## src/rtl/key_time_entry.sv

```systemverilog
// rtl/key_time_entry.sv - PS/2 keyboard entry of HH:MM:SS time and alarm values (optional idle timeout: KEY_ENTRY_TIMEOUT_EN)
module key_time_entry #(
  parameter int unsigned TIMEOUT_CYC = 500000000
) (
  input  logic       CLK_50,
  input  logic       clrn,
  input  logic [7:0] kb_data,
  input  logic       kb_ready,
  output logic       kb_nextdata_n,
  output logic       set_en,
  output logic       alarm_en,
  output logic       time_valid,
  output logic       alarm_valid,
  output logic [7:0] hour_bcd,
  output logic [7:0] min_bcd,
  output logic [7:0] sec_bcd,
  output logic [2:0] digit_cnt,
  output logic       entry_err
);

  typedef enum logic [1:0] {POP_IDLE, POP_LOW, POP_GAP} pop_t;
  typedef enum logic [1:0] {M_IDLE, M_TIME, M_ALARM} mode_t;
  typedef enum logic [2:0] {K_NONE, K_DIGIT, K_T, K_A, K_ENTER, K_BKSP, K_ESC} key_t;

  pop_t            pop_state, pop_nxt;
  mode_t           mode, mode_nxt;
  logic            accept;
  logic            brk_flag;
  key_t            key_code, key_evt;
  logic [3:0]      key_digit;
  logic [5:0][3:0] dig_buf, buf_nxt;
  logic [2:0]      cnt_nxt;
  logic [7:0]      hour_nxt, min_nxt, sec_nxt;
  logic            tv_nxt, av_nxt, err_nxt;
  logic            entry_ok;
  logic            timeout_hit;

  // Pop sequencer state register
  always_ff @(posedge CLK_50) begin
    if (!clrn) pop_state <= POP_IDLE;
    else       pop_state <= pop_nxt;
  end

  // Accept a byte when idle, then one low cycle and one gap cycle before the next
  always_comb begin
    pop_nxt = pop_state;
    accept  = 1'b0;
    case (pop_state)
      POP_IDLE: if (kb_ready) begin
        accept  = 1'b1;
        pop_nxt = POP_LOW;
      end
      POP_LOW: pop_nxt = POP_GAP;
      POP_GAP: pop_nxt = POP_IDLE;
      default: pop_nxt = POP_IDLE;
    endcase
  end

  // FIFO pop strobe: low exactly on the cycle after an accept
  always_ff @(posedge CLK_50) begin
    if (!clrn) kb_nextdata_n <= 1'b1;
    else       kb_nextdata_n <= !accept;
  end

  // Break prefix tracking: the byte after 0xF0 is a release and is swallowed
  always_ff @(posedge CLK_50) begin
    if (!clrn) begin
      brk_flag <= 1'b0;
    end else if (accept) begin
      if (brk_flag)              brk_flag <= 1'b0;
      else if (kb_data == 8'hF0) brk_flag <= 1'b1;
    end
  end

  // Scan set 2 make-code decode; prefixes and unknown codes fall to K_NONE
  always_comb begin
    key_code  = K_NONE;
    key_digit = 4'd0;
    case (kb_data)
      8'h45: begin key_code = K_DIGIT; key_digit = 4'd0; end
      8'h16: begin key_code = K_DIGIT; key_digit = 4'd1; end
      8'h1E: begin key_code = K_DIGIT; key_digit = 4'd2; end
      8'h26: begin key_code = K_DIGIT; key_digit = 4'd3; end
      8'h25: begin key_code = K_DIGIT; key_digit = 4'd4; end
      8'h2E: begin key_code = K_DIGIT; key_digit = 4'd5; end
      8'h36: begin key_code = K_DIGIT; key_digit = 4'd6; end
      8'h3D: begin key_code = K_DIGIT; key_digit = 4'd7; end
      8'h3E: begin key_code = K_DIGIT; key_digit = 4'd8; end
      8'h46: begin key_code = K_DIGIT; key_digit = 4'd9; end
      8'h2C: key_code = K_T;
      8'h1C: key_code = K_A;
      8'h5A: key_code = K_ENTER;
      8'h66: key_code = K_BKSP;
      8'h76: key_code = K_ESC;
      default: key_code = K_NONE;
    endcase
  end

  assign key_evt = (accept && !brk_flag) ? key_code : K_NONE;

  // Range check of the buffered digits; positions are HH MM SS, tens first
  assign entry_ok = (digit_cnt == 3'd6) &&
                    ((dig_buf[0] < 4'd2) || ((dig_buf[0] == 4'd2) && (dig_buf[1] <= 4'd3))) &&
                    (dig_buf[2] <= 4'd5) && (dig_buf[4] <= 4'd5);

`ifdef KEY_ENTRY_TIMEOUT_EN
  localparam int TW = (TIMEOUT_CYC > 1) ? $clog2(TIMEOUT_CYC) : 1;
  localparam logic [TW-1:0] TO_LAST = TW'(TIMEOUT_CYC - 1);
  logic [TW-1:0] to_cnt;

  // Idle counter: restarts on any decoded key and while no entry is open
  always_ff @(posedge CLK_50) begin
    if (!clrn)                                   to_cnt <= '0;
    else if (mode == M_IDLE || key_evt != K_NONE) to_cnt <= '0;
    else if (to_cnt != TO_LAST)                  to_cnt <= to_cnt + 1'b1;
  end

  assign timeout_hit = (mode != M_IDLE) && (to_cnt == TO_LAST);
`else
  assign timeout_hit = 1'b0;
`endif

  // Mode FSM and entry datapath register
  always_ff @(posedge CLK_50) begin
    if (!clrn) begin
      mode        <= M_IDLE;
      dig_buf     <= '0;
      digit_cnt   <= 3'd0;
      hour_bcd    <= 8'h00;
      min_bcd     <= 8'h00;
      sec_bcd     <= 8'h00;
      time_valid  <= 1'b0;
      alarm_valid <= 1'b0;
      entry_err   <= 1'b0;
    end else begin
      mode        <= mode_nxt;
      dig_buf     <= buf_nxt;
      digit_cnt   <= cnt_nxt;
      hour_bcd    <= hour_nxt;
      min_bcd     <= min_nxt;
      sec_bcd     <= sec_nxt;
      time_valid  <= tv_nxt;
      alarm_valid <= av_nxt;
      entry_err   <= err_nxt;
    end
  end

  // Next mode, buffer and pulses; a decoded key always wins over the timeout
  always_comb begin
    mode_nxt = mode;
    buf_nxt  = dig_buf;
    cnt_nxt  = digit_cnt;
    hour_nxt = hour_bcd;
    min_nxt  = min_bcd;
    sec_nxt  = sec_bcd;
    tv_nxt   = 1'b0;
    av_nxt   = 1'b0;
    err_nxt  = 1'b0;
    case (key_evt)
      K_T: begin
        mode_nxt = M_TIME;
        buf_nxt  = '0;
        cnt_nxt  = 3'd0;
      end
      K_A: begin
        mode_nxt = M_ALARM;
        buf_nxt  = '0;
        cnt_nxt  = 3'd0;
      end
      K_DIGIT: begin
        if (mode != M_IDLE && digit_cnt < 3'd6) begin
          buf_nxt[digit_cnt] = key_digit;
          cnt_nxt            = digit_cnt + 3'd1;
        end
      end
      K_BKSP: begin
        if (mode != M_IDLE && digit_cnt != 3'd0) cnt_nxt = digit_cnt - 3'd1;
      end
      K_ESC: begin
        if (mode != M_IDLE) begin
          mode_nxt = M_IDLE;
          buf_nxt  = '0;
          cnt_nxt  = 3'd0;
        end
      end
      K_ENTER: begin
        if (mode != M_IDLE) begin
          buf_nxt = '0;
          cnt_nxt = 3'd0;
          if (entry_ok) begin
            hour_nxt = {dig_buf[0], dig_buf[1]};
            min_nxt  = {dig_buf[2], dig_buf[3]};
            sec_nxt  = {dig_buf[4], dig_buf[5]};
            tv_nxt   = (mode == M_TIME);
            av_nxt   = (mode == M_ALARM);
            mode_nxt = M_IDLE;
          end else begin
            err_nxt = 1'b1;
          end
        end
      end
      default: begin
        if (timeout_hit) begin
          mode_nxt = M_IDLE;
          buf_nxt  = '0;
          cnt_nxt  = 3'd0;
          err_nxt  = 1'b1;
        end
      end
    endcase
  end

  assign set_en   = (mode == M_TIME);
  assign alarm_en = (mode == M_ALARM);

endmodule

```

## config.mk

```make
export PLATFORM = sky130hd
export DESIGN_NAME = key_time_entry
export DESIGN_NICKNAME = d
export VERILOG_FILES = /design/src/rtl/key_time_entry.sv
export SDC_FILE = /design/constraint.sdc
export NUM_CORES = 1
export LEC_CHECK = 0
export ABC_AREA = 0
export BUFFER_PORTS_ARGS = -buffer_cell sky130_fd_sc_hd__buf_2
export CAP_MARGIN = 15
export CORE_ASPECT_RATIO = 0.75
export CORE_UTILIZATION = 25
export CTS_BUF_LIST = sky130_fd_sc_hd__clkbuf_4 sky130_fd_sc_hd__clkbuf_8
export CTS_CLUSTER_DIAMETER = 120
export CTS_CLUSTER_SIZE = 25
export DETAILED_ROUTE_END_ITERATION = 16
export GPL_TIMING_DRIVEN = 0
export PLACE_DENSITY = 0.45
export SKIP_CTS_REPAIR_TIMING = 1
export SLEW_MARGIN = 10
export SYNTH_ARGS = -nofsm -noshare
export SYNTH_HDL_FRONTEND = slang
export SYNTH_SLANG_ARGS = --single-unit
```

## constraint.sdc

```tcl
create_clock -name CLK_50 -period 3.1 [get_ports CLK_50]
set_input_delay 0.155 -clock CLK_50 [delete_from_list [all_inputs] [get_ports CLK_50]]
set_output_delay 0.155 -clock CLK_50 [all_outputs]
set_load 0.01 [all_outputs]
```

==> flow_metrics.py <==
metrics = {
    "global_route": {
        "grt_pass1_wl_microns": 12300,
        "grt_max_degree": 12,
        "grt_overflow": 0,
        "antenna_found_initial": 0,
        "first_global_vias": 2348,
        "gr-usage-all-layers_pct": 13.6,
    },
    "logic_synthesis": {
        "synth_compound_area_share_pct": 20.8,
        "synth-xor-area-share_pct": 0.922,
        "synth-seq-area-share_pct": 42.2,
        "synthAdderAreaFrac_pct": 0.703,
        "ys_seq_elements": 60,
        "syn-num-nets": 356,
        "ys_warn_count": 0,
        "synth-simple-area-share_pct": 27.7,
        "ys.flop_type": "dfxtp_1",
        "synth_edf_count": 0,
        "synthCells": 344,
        "syn_area_per_cell_sq_um": 8.28,
        "syn-cell-area_sq_um": 2850,
        "synth_cell_types": 58,
        "synth_top_family_by_area": "simple AND/OR/NAND/NOR gates",
        "ys_async_sr_fraction_pct": 0,
        "synth.area.mux_share_pct": 0.703,
    },
    "place": {
        "place.gp.congestion": 0.802,
        "hpwl_microns": 5470,
        "io_buffers": 38,
    },
    "status": {
        "violations": "design-rule violations",
        "status": "complete, but fails checks",
    },
    "worst_setup_path": {
        "r2r_start": "pop_state[1]",
        "arrival_ns": 3.09,
        "cp-startpoint": "pop_state[1]",
        "startpoint_type": "flop",
        "worstSetupPathType": "reg2reg",
        "required_ns": 3.35,
        "endpoint_kind": "flop",
        "path_max_fanout": 4,
    },
    "sta": {
        "fin_skew_ns": 0.0107,
        "rsz0062_at_grt": "no",
        "tns_ns": 0,
        "fin_crit_ns": 2.85,
        "fin_crit_sh_pct": 91.8,
        "finalHoldViolCount": 0,
        "fmax_ghz": 0.351,
        "slew_headroom_pct": 38.9,
        "setup_viol": 0,
        "worst_pin_slew_ns": 0.909,
        "slew_viol_final": 0,
    },
    "cells_and_area": {
        "seq_area_sq_um": 1200,
        "final_nets": 406,
        "diodes": 0,
        "syn_to_final_growth_pct": 21.3,
        "multi_input_area_sq_um": 1450,
        "filler_cell_count": 1168,
        "drive_above_1_share_pct": 20.3,
    },
    "clock_network": {
        "clock-sinks": 60,
        "numCtsBuffers": 9,
        "clk_path_buf_depth": 2,
        "htreeDepth": 3,
        "tritoncts": "done",
        "clock_latency_ns": 0.34,
        "cts_root_buf": "clkbuf_8",
        "clk_pin_slew_worst_paths_ns": 0.08,
    },
    "power_and_ir_drop": {
        "vdd_drop_max_mv": 0.171,
        "p_per_area_nw_per_um2": 490,
        "fin_total_pwr_uw": 1690,
        "p_leak_uw": 0.00123,
    },
    "worst_hold_path": {
        "hold_path_class": "in2reg",
        "min-delay-start": "kb_ready",
    },
    "die": {
        "die-width_microns": 125,
        "num_rows": 33,
        "die_area_sq_um": 11800,
        "io_pins": 44,
        "start_util_pct": 25.8,
        "coreArea_sq_um": 11000,
        "fp.dieH_microns": 94.5,
    },
    "route": {
        "drtPass1Iterations": 11,
        "antenna_left": 0,
        "drc": 5,
        "wirelength_microns": 7600,
        "drt_iter0_markers": 164,
        "avgViaCountPerCell": 4.73,
        "num_vias": 2549,
        "wl_per_cell_microns": 14.1,
    },
    "job": {
        "max-cap-violations": 0,
    },
}
-- logic make-up (layout without fill, tap and decap cells) --
family                   count (synthesis)  in the layout
AO/OA/AOI/OAI                           84             84
XOR/XNOR                                 3              3
adder cells (fa/ha/maj)                  1              1
buffers and inverters                   48            103
flip-flops                              60             60
multiplexers                             2              2
AND/OR/NAND/NOR                        146            146
-- final timing paths --
kind / endpoint / slack, ns / cells after the start
worst max register to register: digit_cnt[1] / 0.25 / 8
worst max-delay path: digit_cnt[1] / 0.25 / 8
worst min-delay path: kb_nextdata_n / 0.17 / 3
worst min register to register: hour_bcd[2] / 0.45 / 2
-- synth_stat cells (2+ instances only) --
master	n	area share [%]
a211oi_1	3	0.79
a21oi_1	29	5.1
a22oi_2	6	2.6
and2_1	2	0.44
and3_1	6	1.3
buf_1	2	0.26
buf_2	5	0.88
buf_6	2	0.79
clkbuf_1	9	1.2
dfxtp_1	60	42
inv_1	29	3.8
mux2i_1	2	0.70
nand2_1	57	7.5
nand2b_1	6	1.3
nand3_1	6	1.1
nand3b_1	3	0.79
nand4_1	6	1.3
nand4b_1	3	0.92
nand4bb_1	2	0.79
nor2_1	14	1.8
nor2b_1	4	0.88
nor3_1	9	1.6
nor3b_1	3	0.79
nor4_1	5	1.1
nor4b_1	3	0.92
o21ai_0	4	0.70
o21ai_1	9	1.6
o21ai_2	3	0.92
o22ai_1	11	2.4
o311ai_1	2	0.61
o32a_1	2	0.70
or3_1	6	1.3
or4_1	3	0.79
or4b_4	2	0.97
xnor2_1	3	0.92
-- power by group --
| part | internal (uW) | total (uW) | leakage [uW] | switching [uW] |
|---|---|---|---|---|
| sequential | 772 | 774 | 0.000484 | 1.55 |
| clock | 498 | 828 | 0.000112 | 330 |
| combinational | 33.0 | 90.5 | 0.000632 | 57.5 |
| total | 1300 | 1690 | 0.00123 | 389 |
-- layer usage --
metal  GRT usage, %  up-vias  routed length [microns]
met4           3.66        0                       70
met3           3.97        6                      394
li1               -     1324                        -
met2           19.7       57                     3130
met1           19.3     1162                     4010
met5              0        -                        0
-- cells in the final DEF, fill, tap and decap left out, types with 9 or more instances in the layout --
cell type,count
inv_1,29
buf_2,43
clkbuf_8,11
clkbuf_1,9
o22ai_1,11
nor2_1,14
dfxtp_1,60
nor3_1,9
a21oi_1,29
o21ai_1,9
nand2_1,57
-- worst max-delay path, cell delays in order (launching register included) --
cell      delay, ns
dfxtp_1        0.34
nor4b_1        0.55
o41ai_1        0.21
nor2_1         0.27
o21a_1         0.25
nand2_1        0.09
fa_1           0.45
or4_1          0.52
o311ai_1       0.08
-- per-stage QoR --
step	setup WS [ns]	std cells	instance area (sq um)	util (%)	hold WS [ns]
after floorplan	0.377	344	2850	-	0.368
after global placement	0.118	522	3210	29.2	0.436
after detailed placement	0.177	522	3210	29.2	0.443
after CTS	0.251	538	3450	31.3	0.150
after global routing	0.0484	539	3450	31.3	0.183
final	0.253	539	3450	31.3	0.167
-- cell type report --
class                   instances  area share (%)
well taps                     140            5.07
clock buffers                  11            4.38
plain buffers                  18            2.57
clock inverters                 5            2.43
multi-input cells             236            41.9
flip-flops and latches         60            34.8
inverters                      30            3.26
repair buffers                 39            5.65
-- state kept, by name, summed over array words and instances, names as in the netlist --
signal         count
digit_cnt          3
kb_nextdata_n      1
sec_bcd            8
min_bcd            8
pop_state          2
alarm_valid        1
hour_bcd           8
dig_buf           24
brk_flag           1
entry_err          1
time_valid         1
mode               2
(Power assumes the default switching activity.)
